### src/rtl/instruction_fetch.sv
// Fetch stage with IF/ID pipeline register.
// Drives the PC to an asynchronous-read instruction memory and assembles one-word
// or two-word instructions (first word with instr[15:14] == 2'b11 carries a
// 16-bit immediate in the following word). The registered fields are handed to
// decode together with a valid bit; a cleared valid bit marks a bubble.
// Redirect controls, highest priority first: branch_taken, flush, stall.
// There is no valid/ready handshake. Decode holds this stage with stall and
// squashes it with flush or branch_taken.
module instruction_fetch #(
  parameter int ADDR_W = 16,
  parameter logic [ADDR_W-1:0] RESET_PC = '0
) (
  input  logic              clk,
  input  logic              rst,
  output logic [ADDR_W-1:0] imem_addr,
  input  logic [15:0]       imem_data,
  input  logic              stall,
  input  logic              flush,
  input  logic              branch_taken,
  input  logic [ADDR_W-1:0] branch_target,
  output logic [4:0]        opCode,
  output logic [2:0]        Rs,
  output logic [2:0]        Rd,
  output logic [15:0]       immediate,
  output logic              has_imm,
  output logic              if_valid,
  output logic [ADDR_W-1:0] pc_next,
  output logic              dbg_state
);

  typedef enum logic {S_FIRST = 1'b0, S_IMM = 1'b1} state_t;

  state_t            state, state_n;
  logic [ADDR_W-1:0] pc, pc_n;
  logic [15:0]       hold_word, hold_word_n;

  logic [4:0]        op_n;
  logic [2:0]        rs_n, rd_n;
  logic [15:0]       imm_n;
  logic              has_imm_n, valid_n;
  logic [ADDR_W-1:0] pc_next_n;

  logic              two_word;
  logic [ADDR_W-1:0] pc_inc;

  assign imem_addr = pc;
  assign dbg_state = state;
  assign two_word  = (imem_data[15:14] == 2'b11);
  assign pc_inc    = pc + ADDR_W'(1);

  // Next PC / FSM / IF/ID values; the defaults hold everything, which is also the stall behaviour
  always_comb begin
    state_n     = state;
    pc_n        = pc;
    hold_word_n = hold_word;
    op_n        = opCode;
    rs_n        = Rs;
    rd_n        = Rd;
    imm_n       = immediate;
    has_imm_n   = has_imm;
    valid_n     = if_valid;
    pc_next_n   = pc_next;

    if (branch_taken) begin
      pc_n      = branch_target;
      state_n   = S_FIRST;
      op_n      = '0;
      rs_n      = '0;
      rd_n      = '0;
      imm_n     = '0;
      has_imm_n = 1'b0;
      valid_n   = 1'b0;
    end else if (flush) begin
      // In S_IMM the PC already points at the immediate word, so step back
      // so the squashed instruction is fetched again from its first word.
      if (state == S_IMM) pc_n = pc - ADDR_W'(1);
      state_n   = S_FIRST;
      op_n      = '0;
      rs_n      = '0;
      rd_n      = '0;
      imm_n     = '0;
      has_imm_n = 1'b0;
      valid_n   = 1'b0;
    end else if (!stall) begin
      pc_n = pc_inc;
      case (state)
        S_FIRST: begin
          if (two_word) begin
            hold_word_n = imem_data;
            state_n     = S_IMM;
            op_n        = '0;
            rs_n        = '0;
            rd_n        = '0;
            imm_n       = '0;
            has_imm_n   = 1'b0;
            valid_n     = 1'b0;
          end else begin
            op_n      = imem_data[15:11];
            rs_n      = imem_data[10:8];
            rd_n      = imem_data[7:5];
            imm_n     = '0;
            has_imm_n = 1'b0;
            valid_n   = 1'b1;
            pc_next_n = pc_inc;
          end
        end
        S_IMM: begin
          state_n   = S_FIRST;
          op_n      = hold_word[15:11];
          rs_n      = hold_word[10:8];
          rd_n      = hold_word[7:5];
          imm_n     = imem_data;
          has_imm_n = 1'b1;
          valid_n   = 1'b1;
          pc_next_n = pc_inc;
        end
        default: state_n = S_FIRST;
      endcase
    end
  end

  // PC, FSM state, held first word and IF/ID register; reset discards any partial instruction
  always_ff @(posedge clk or negedge rst) begin
    if (!rst) begin
      state     <= S_FIRST;
      pc        <= RESET_PC;
      hold_word <= '0;
      opCode    <= '0;
      Rs        <= '0;
      Rd        <= '0;
      immediate <= '0;
      has_imm   <= 1'b0;
      if_valid  <= 1'b0;
      pc_next   <= RESET_PC;
    end else begin
      state     <= state_n;
      pc        <= pc_n;
      hold_word <= hold_word_n;
      opCode    <= op_n;
      Rs        <= rs_n;
      Rd        <= rd_n;
      immediate <= imm_n;
      has_imm   <= has_imm_n;
      if_valid  <= valid_n;
      pc_next   <= pc_next_n;
    end
  end

endmodule

### config.mk
export PLATFORM = sky130hd
export DESIGN_NAME = instruction_fetch
export DESIGN_NICKNAME = d
export VERILOG_FILES = /design/src/rtl/instruction_fetch.sv
export SDC_FILE = /design/constraint.sdc
export NUM_CORES = 1
export LEC_CHECK = 0
export CAP_MARGIN = 40
export CORE_ASPECT_RATIO = 1.5
export CORE_MARGIN = 5
export CORE_UTILIZATION = 53
export CTS_CLUSTER_DIAMETER = 120
export CTS_CLUSTER_SIZE = 28
export DETAILED_ROUTE_END_ITERATION = 6
export HOLD_SLACK_MARGIN = 0.02
export PLACE_DENSITY = 0.94
export SKIP_CTS_REPAIR_TIMING = 1
export SYNTH_ARGS = -nofsm -noshare
export SYNTH_HDL_FRONTEND = slang
export SYNTH_SLANG_ARGS = --single-unit
### constraint.sdc
create_clock -name clk -period 4.3 [get_ports clk]
set_clock_uncertainty 0.2 [all_clocks]
set_input_delay 0.43 -clock clk [delete_from_list [all_inputs] [get_ports clk]]
set_output_delay 0.43 -clock clk [all_outputs]
set_load 0.05 [all_outputs]
==> results.md, run 1 <==
* Avg Inst Size Synth at 10.0 um^2
* Min Tclk post-route at 3100 ps
* Vias in the first global route at 3490
* Die area at around 9000 um^2
* Flops & latches, synth at 73
* Reg2reg path depth at 6
* Diode count at 0
* Post-synth top cells: dfrtp_1, nand2_1, o21ai_0
* VDD IR max at 0.269 mV
* Initial Utilization at 53.6%
* Most common cell in the netlist: dfrtp_1
* Max-cap violations at 0
* Sequential share of power at between 40% and 50%
* Die W at a little under 80 um
* Yosys top cell area share at a little under half
* Combinational power share at between 20% and 30%
* RR Startpoint: imem_addr[1]
* Final worst-path cycle share at 72.0%
* CTS Root Cell: clkbuf_8
* Crit path capture type: flip-flop
* Levels on crit path at 6
* FP Rows at 38
* Die height at roughly 110 um
* Critical path cell sequence: clkdlybuf4s50_1 > or2_1 > nor2_1 > and2_1 > a222oi_1 > inv_1
* Avg Vias per Cell at around 6
* Final hold viol count at 0
* GRT Overall Usage at 23.8%
* Power density cells at roughly 390 nW/um^2
* Post-layout net count at 503
* Global-route wire length before repair at between 15000 and 20000 um
* Layout cell share with drive strength beyond 1 at 9.42%
* Hold crit path type: input port to async pin
* Core area at 7130 um^2
* R2R Path End: imem_addr[10]
* Sequential cell area fraction in the yosys report at 47.8%
* Final TNS setup at 0 ps
* Unrepaired setup endpoints after global routing: false
* Total power at 1.96 mW
* DRC viols at 0
* Worst slew pin tran at 892 ps
* Worst-path maximum fanout at 26
* ANT nets after route at 0
* Post-Synthesis Net Count at 420
* Initial antenna violation count at 0
* Sw Share at 35.6%
* Top-Level Pins at 99
* Slowest cell delay on critical path at roughly 770 ps
* DRT iter0 DRCs at 328
* Lkg Pwr at 2.15 nW
* Finished Core Util at 69.7%
* CTS sink count at 73
* Critical Path Start: flush
* Final setup viols at 0
* Largest net degree at the start of global routing at just over 40
* Clk pwr share at 26.6%
* Fmax at between 300 and 400 MHz
* Ys flop type: dfrtp_1
* Synth Instances at 381
* Hpwl dp at 7440 um
* Yosys warns at 0
* CP Data Arrival Time at 3200 ps
* GPL Wtd Cong at 0.911
* Number of library cell types mapped by synthesis at 64
* Clock Path Buffers at 2
* CTS tree: yes
* Fin Hold WS at 242 ps
* EDFF count, synth at 0
* Synth Cell Area at 3820 um^2
* Worst Path Required at 4400 ps
* CP delay by family, top: simple AND/OR/NAND/NOR gates
* WP buf/inv at 2
* Slew headroom at 40.6%
* H-tree depth at 3
* R2r setup slk at 1750 ps
* Main area contributors after synthesis: dfrtp_1, nand2_1, a22o_1
* Worst skew pair latency at 360 ps
* DRT Pass-1 Iters at 5
* Slew Viols, Final at 0
* Setup crit start kind: input port
* Area leader, netlist: dfrtp_1
* Clock Pin Slew Worst Setup and Hold Paths at 70 ps
* Critical path's slowest cell: and2_1
* Net Sw Power at roughly 0.7 mW
* DR vias at 3316
* Internal power at around 1.3 mW
* Area Growth Syn to Fin at 30.0%
* TritonCTS buffer count at 9
* Status: completed
* Worst Setup EP: Rs[0]
* Post-DR wirelength/cell at roughly 18 um
* Number of port buffers at 98
* Overall routed net length at 9910 um
* Kind of critical path: input port to flip-flop
* Total gr overflow at 0
* Post-synth ARST share at 100%
## placed cells by master, fill, tap and decap left out, types with 5 or more instances in the layout
cell type	n
a21oi_1	14
a222oi_1	9
a22o_1	16
and3_1	6
clkbuf_8	10
clkdlybuf4s50_1	97
dfrtp_1	73
inv_1	14
mux2_1	5
mux2_2	5
nand2_1	41
nand3_1	11
nor2_1	24
o21ai_0	26
o22ai_1	5
xnor2_1	10
xor2_1	9
## power groups by stage
stage	Sequential (mW)	Combinational [mW]	Clock, mW
finish	0.860	0.579	0.521
global route	0.874	0.619	0.559
floorplan	1.04	0.201	0
detailed placement	0.872	0.582	0
CTS	0.859	0.583	0.527
global placement	0.864	0.566	0
## logic make-up (layout without fill, tap and decap cells)
group,count (synthesis),count (layout),share of synthesized area [%]
DFF,73,73,47.8
AOI/OAI and AO/OA,107,107,19.9
buffers and inverters,47,133,6.48
adders and majority gates,2,2,0.655
muxes,12,12,3.47
and+or+nand+nor,121,121,17.3
xor gates and xnor gates,19,19,4.35
## metal layers
| layer | part of all wire, % | up-vias | GRT usage [%] |
|---|---|---|---|
| li1 | - | 1536 | - |
| met4 | 3.9 | 0 | 13.5 |
| met3 | 7.8 | 33 | 7.90 |
| met2 | 50 | 157 | 39.4 |
| met1 | 38 | 1590 | 26.5 |
| met5 | 0 | - | 0 |
## registers in the layout, indices dropped and copies added (netlist names)
signal / count
hold_word: 11
pc_next: 16
has_imm: 1
if_valid: 1
dbg_state: 1
Rd: 3
opCode: 5
Rs: 3
imem_addr: 16
immediate: 16
## worst min path at each step
| stage | to | slack, ps | from | depth (start not counted) |
|---|---|---|---|---|
| floorplan | Rd[0] | -70 | rst | 0 |
| global placement | if_valid | 260 | if_valid | 2 |
| detailed placement | hold_word[13] | 100 | rst | 1 |
| CTS | immediate[15] | -290 | rst | 1 |
| global route | immediate[15] | 250 | rst | 2 |
| finish | immediate[15] | 240 | rst | 2 |
## through the flow
step / cell area, um^2 / worst slack [ps] / instances
after global routing: 4970 / 905 / 547
after CTS: 4960 / 1210 / 546
after detailed placement: 4770 / 810 / 532
after floorplan: 3820 / 1980 / 381
final: 4970 / 1200 / 547
after global placement: 4720 / 964 / 529
## cell type report
type	instances	area (um^2)
inverters	15	56.3
clock buffers	11	141
multi-input cells	261	1750
clock inverters	3	42.5
repair buffers	104	1050
flip-flops and latches	73	1830
well taps	80	100
fillers	535	2160
No activity file was read; power rests on OpenSTA's default activity.
==> run 2, diff against run 1 <==
--- a/config.mk
+++ b/config.mk
@@ -8,12 +8,12 @@
 export CAP_MARGIN = 40
 export CORE_ASPECT_RATIO = 1.5
 export CORE_MARGIN = 5
-export CORE_UTILIZATION = 53
+export CORE_UTILIZATION = 44
 export CTS_CLUSTER_DIAMETER = 120
 export CTS_CLUSTER_SIZE = 28
 export DETAILED_ROUTE_END_ITERATION = 6
 export HOLD_SLACK_MARGIN = 0.02
-export PLACE_DENSITY = 0.94
+export PLACE_DENSITY = 0.84
 export SKIP_CTS_REPAIR_TIMING = 1
 export SYNTH_ARGS = -nofsm -noshare
 export SYNTH_HDL_FRONTEND = slang
==> constraint.sdc (replaced) <==
create_clock -name clk -period 2.6 [get_ports clk]
set_clock_uncertainty 0.2 [all_clocks]
set_input_delay 0.26 -clock clk [delete_from_list [all_inputs] [get_ports clk]]
set_output_delay 0.26 -clock clk [all_outputs]
set_load 0.05 [all_outputs]
==> run 2 against run 1 <==
  * Via count increased by 0.87%
  * Die area increased by 18%
  * Count of clock-buffer cells in the layout increased by 1
  * Utilization decreased by 7.3 points
==> results.md, run 2 (synthesis results as in run 1) <==
* Number of port buffers at 98 (unchanged)
* FP Rows at 41 (+7.9%)
* Worst slew pin tran at 717 ps (-175 ps)
* Internal power at 2.67 mW (+110%)
* CP Data Arrival Time at 1960 ps (-1240 ps)
* GPL Wtd Cong at 0.870 (-4.5%)
* H-tree depth at 3 (unchanged)
* RR Startpoint: imem_addr[0]
* Top-Level Pins at 99 (unchanged)
* Max-cap violations at 0 (unchanged)
* Avg Vias per Cell at 5.64 (-7.0%)
* Most frequent cells in the layout: clkdlybuf4s50_1, dfrtp_1, nand2_1, o21ai_0, nor2_1
* Filler cell count at 702 (+31%)
* Pre-CTS setup slack at 269 ps (-541 ps)
* Min Tclk post-route at about 2400 ps
* Status: completed
* Initial Utilization at 45.1% (-8.4 points)
* WP buf/inv at 1 (-1)
* Setup crit start kind: flip-flop
* ANT nets after route at 0 (unchanged)
* Post-DR wirelength/cell at 17.6 um (-3.0%)
* CP delay by family, top: buffers and inverters
* Fmax at 414 MHz
* Hpwl dp at 7660 um (+2.9%)
* Vias in the first global route at 3381 (-3.1%)
* Die W at 86.1 um (+8.5%)
* Area Growth Syn to Fin at 38.2%
* Post-layout net count at 520 (+3.4%)
* Die height at 124 um (+8.9%)
* Die area at 10700 um^2 (+18%)
* Layout cell share with drive strength beyond 1 at 13.2% (+3.7 points)
* Slew Viols, Final at 0 (unchanged)
* Final worst setup slack at 184 ps (-1020 ps)
* GRT Overall Usage at 20.4% (-3.4 points)
* DRC viols at 0 (unchanged)
* CTS tree: yes
* Unrepaired setup endpoints after global routing: false
* Total gr overflow at 0 (unchanged)
* Clock Pin Slew Worst Setup and Hold Paths at 60 ps (about the same)
* Final hold viol count at 0 (unchanged)
* Initial antenna violation count at 0 (unchanged)
* CTS sink count at 73 (unchanged)
* Slew headroom at 52.2% (+12 points)
* DR vias at 3345 (+0.87%)
* Hold crit path type: input port to async pin
* R2R Path End: imem_addr[10]
* CTS Root Cell: clkbuf_16
* Sw Share at 31.7% (-3.9 points)
* Global-route wire length before repair at 16900 um (+0.94%)
* Sequential share of power at 35.8% (-8.1 points)
* Clk pwr share at 38.6% (+12 points)
* Worst skew pair latency at 350 ps (about the same)
* VDD IR max at 0.498 mV (+85%)
* Kind of critical path: flip-flop to output pin
* Power density cells at 738 nW/um^2 (+87%)
* Diode count at 0 (unchanged)
* Slowest cell delay on critical path at 930 ps (+160 ps)
* Crit path capture type: output pin
* Largest net degree at the start of global routing at 30 (-27%)
* DRT iter0 DRCs at 341 (+4.0%)
* TritonCTS buffer count at 9 (unchanged)
* Combinational power share at 25.6% (-3.9 points)
* Most common cell after layout, fill and taps aside: clkdlybuf4s50_1
* Final worst-path cycle share at 92.9%
* DRT Pass-1 Iters at 6 (+1)
* Worst Path Required at 2140 ps (-2260 ps)
* Final setup viols at 0 (unchanged)
* Core area at 8460 um^2 (+19%)
* Critical path cell sequence: clkdlybuf4s50_1
* Lkg Pwr at 2.31 nW (+7.4%)
* Final TNS setup at 0 ps (unchanged)
* Overall routed net length at 10400 um (+5.1%)
* Clock Path Buffers at 2 (unchanged)
* Worst-path maximum fanout at 13 (-50%)
* Critical path's slowest cell: clkdlybuf4s50_1
* Reg2reg path depth at 6 (unchanged)
* Net Sw Power at 1.23 mW (+77%)
* R2r setup slk at 220 ps (-1530 ps)
run 2: layout make-up:
cell class	count	area, um^2	area share, %
Clock buffer	12	267	5.05
Tap cell	107	134	2.53
Sequential cell	73	1830	34.6
Inverter	15	56.3	1.07
Multi-Input combinational cell	261	1750	33.1
Clock inverter	4	97.6	1.85
Timing Repair Buffer	121	1150	21.8
run 2: worst max path at each step:
stage	startpoint	slack, ps	end	depth (start not counted)
floorplan	imem_addr[0]	280	imem_addr[10]	8
global placement	imem_addr[0]	280	imem_addr[10]	6
detailed placement	imem_addr[0]	270	imem_addr[10]	6
CTS	dbg_state	190	dbg_state	1
global route	imem_addr[0]	60	imem_addr[10]	6
finish	dbg_state	180	dbg_state	1
run 2: through the flow:
step	total power, mW	cells	area, um^2	hold slack [ps]	util, %
after detailed placement	2.42	576	4910	7.56	58.0
after floorplan	2.04	381	3820	-236	-
final	3.90	593	5280	168	62.4
after global routing	4.05	593	5280	228	62.4
after global placement	2.40	576	4910	-10.8	58.0
after CTS	3.91	592	5270	-361	62.3
run 2: power groups by stage:
stage	combinational [mW]	sequential, mW	clock [mW]
after global routing	1.06	1.42	1.57
after CTS	1.01	1.40	1.51
final	1.00	1.40	1.50
after floorplan	0.332	1.71	0
after global placement	0.989	1.41	0
after detailed placement	1.00	1.42	0
run 2: metal layers:
metal,vias up,part of all wire (%),wire length (um),GRT usage (%)
met5,-,0,0,0
met4,0,2.1,220,8.61
met3,20,9.5,987,6.88
met2,167,51,5330,34.5
met1,1584,37,3880,23.4
li1,1574,-,-,-
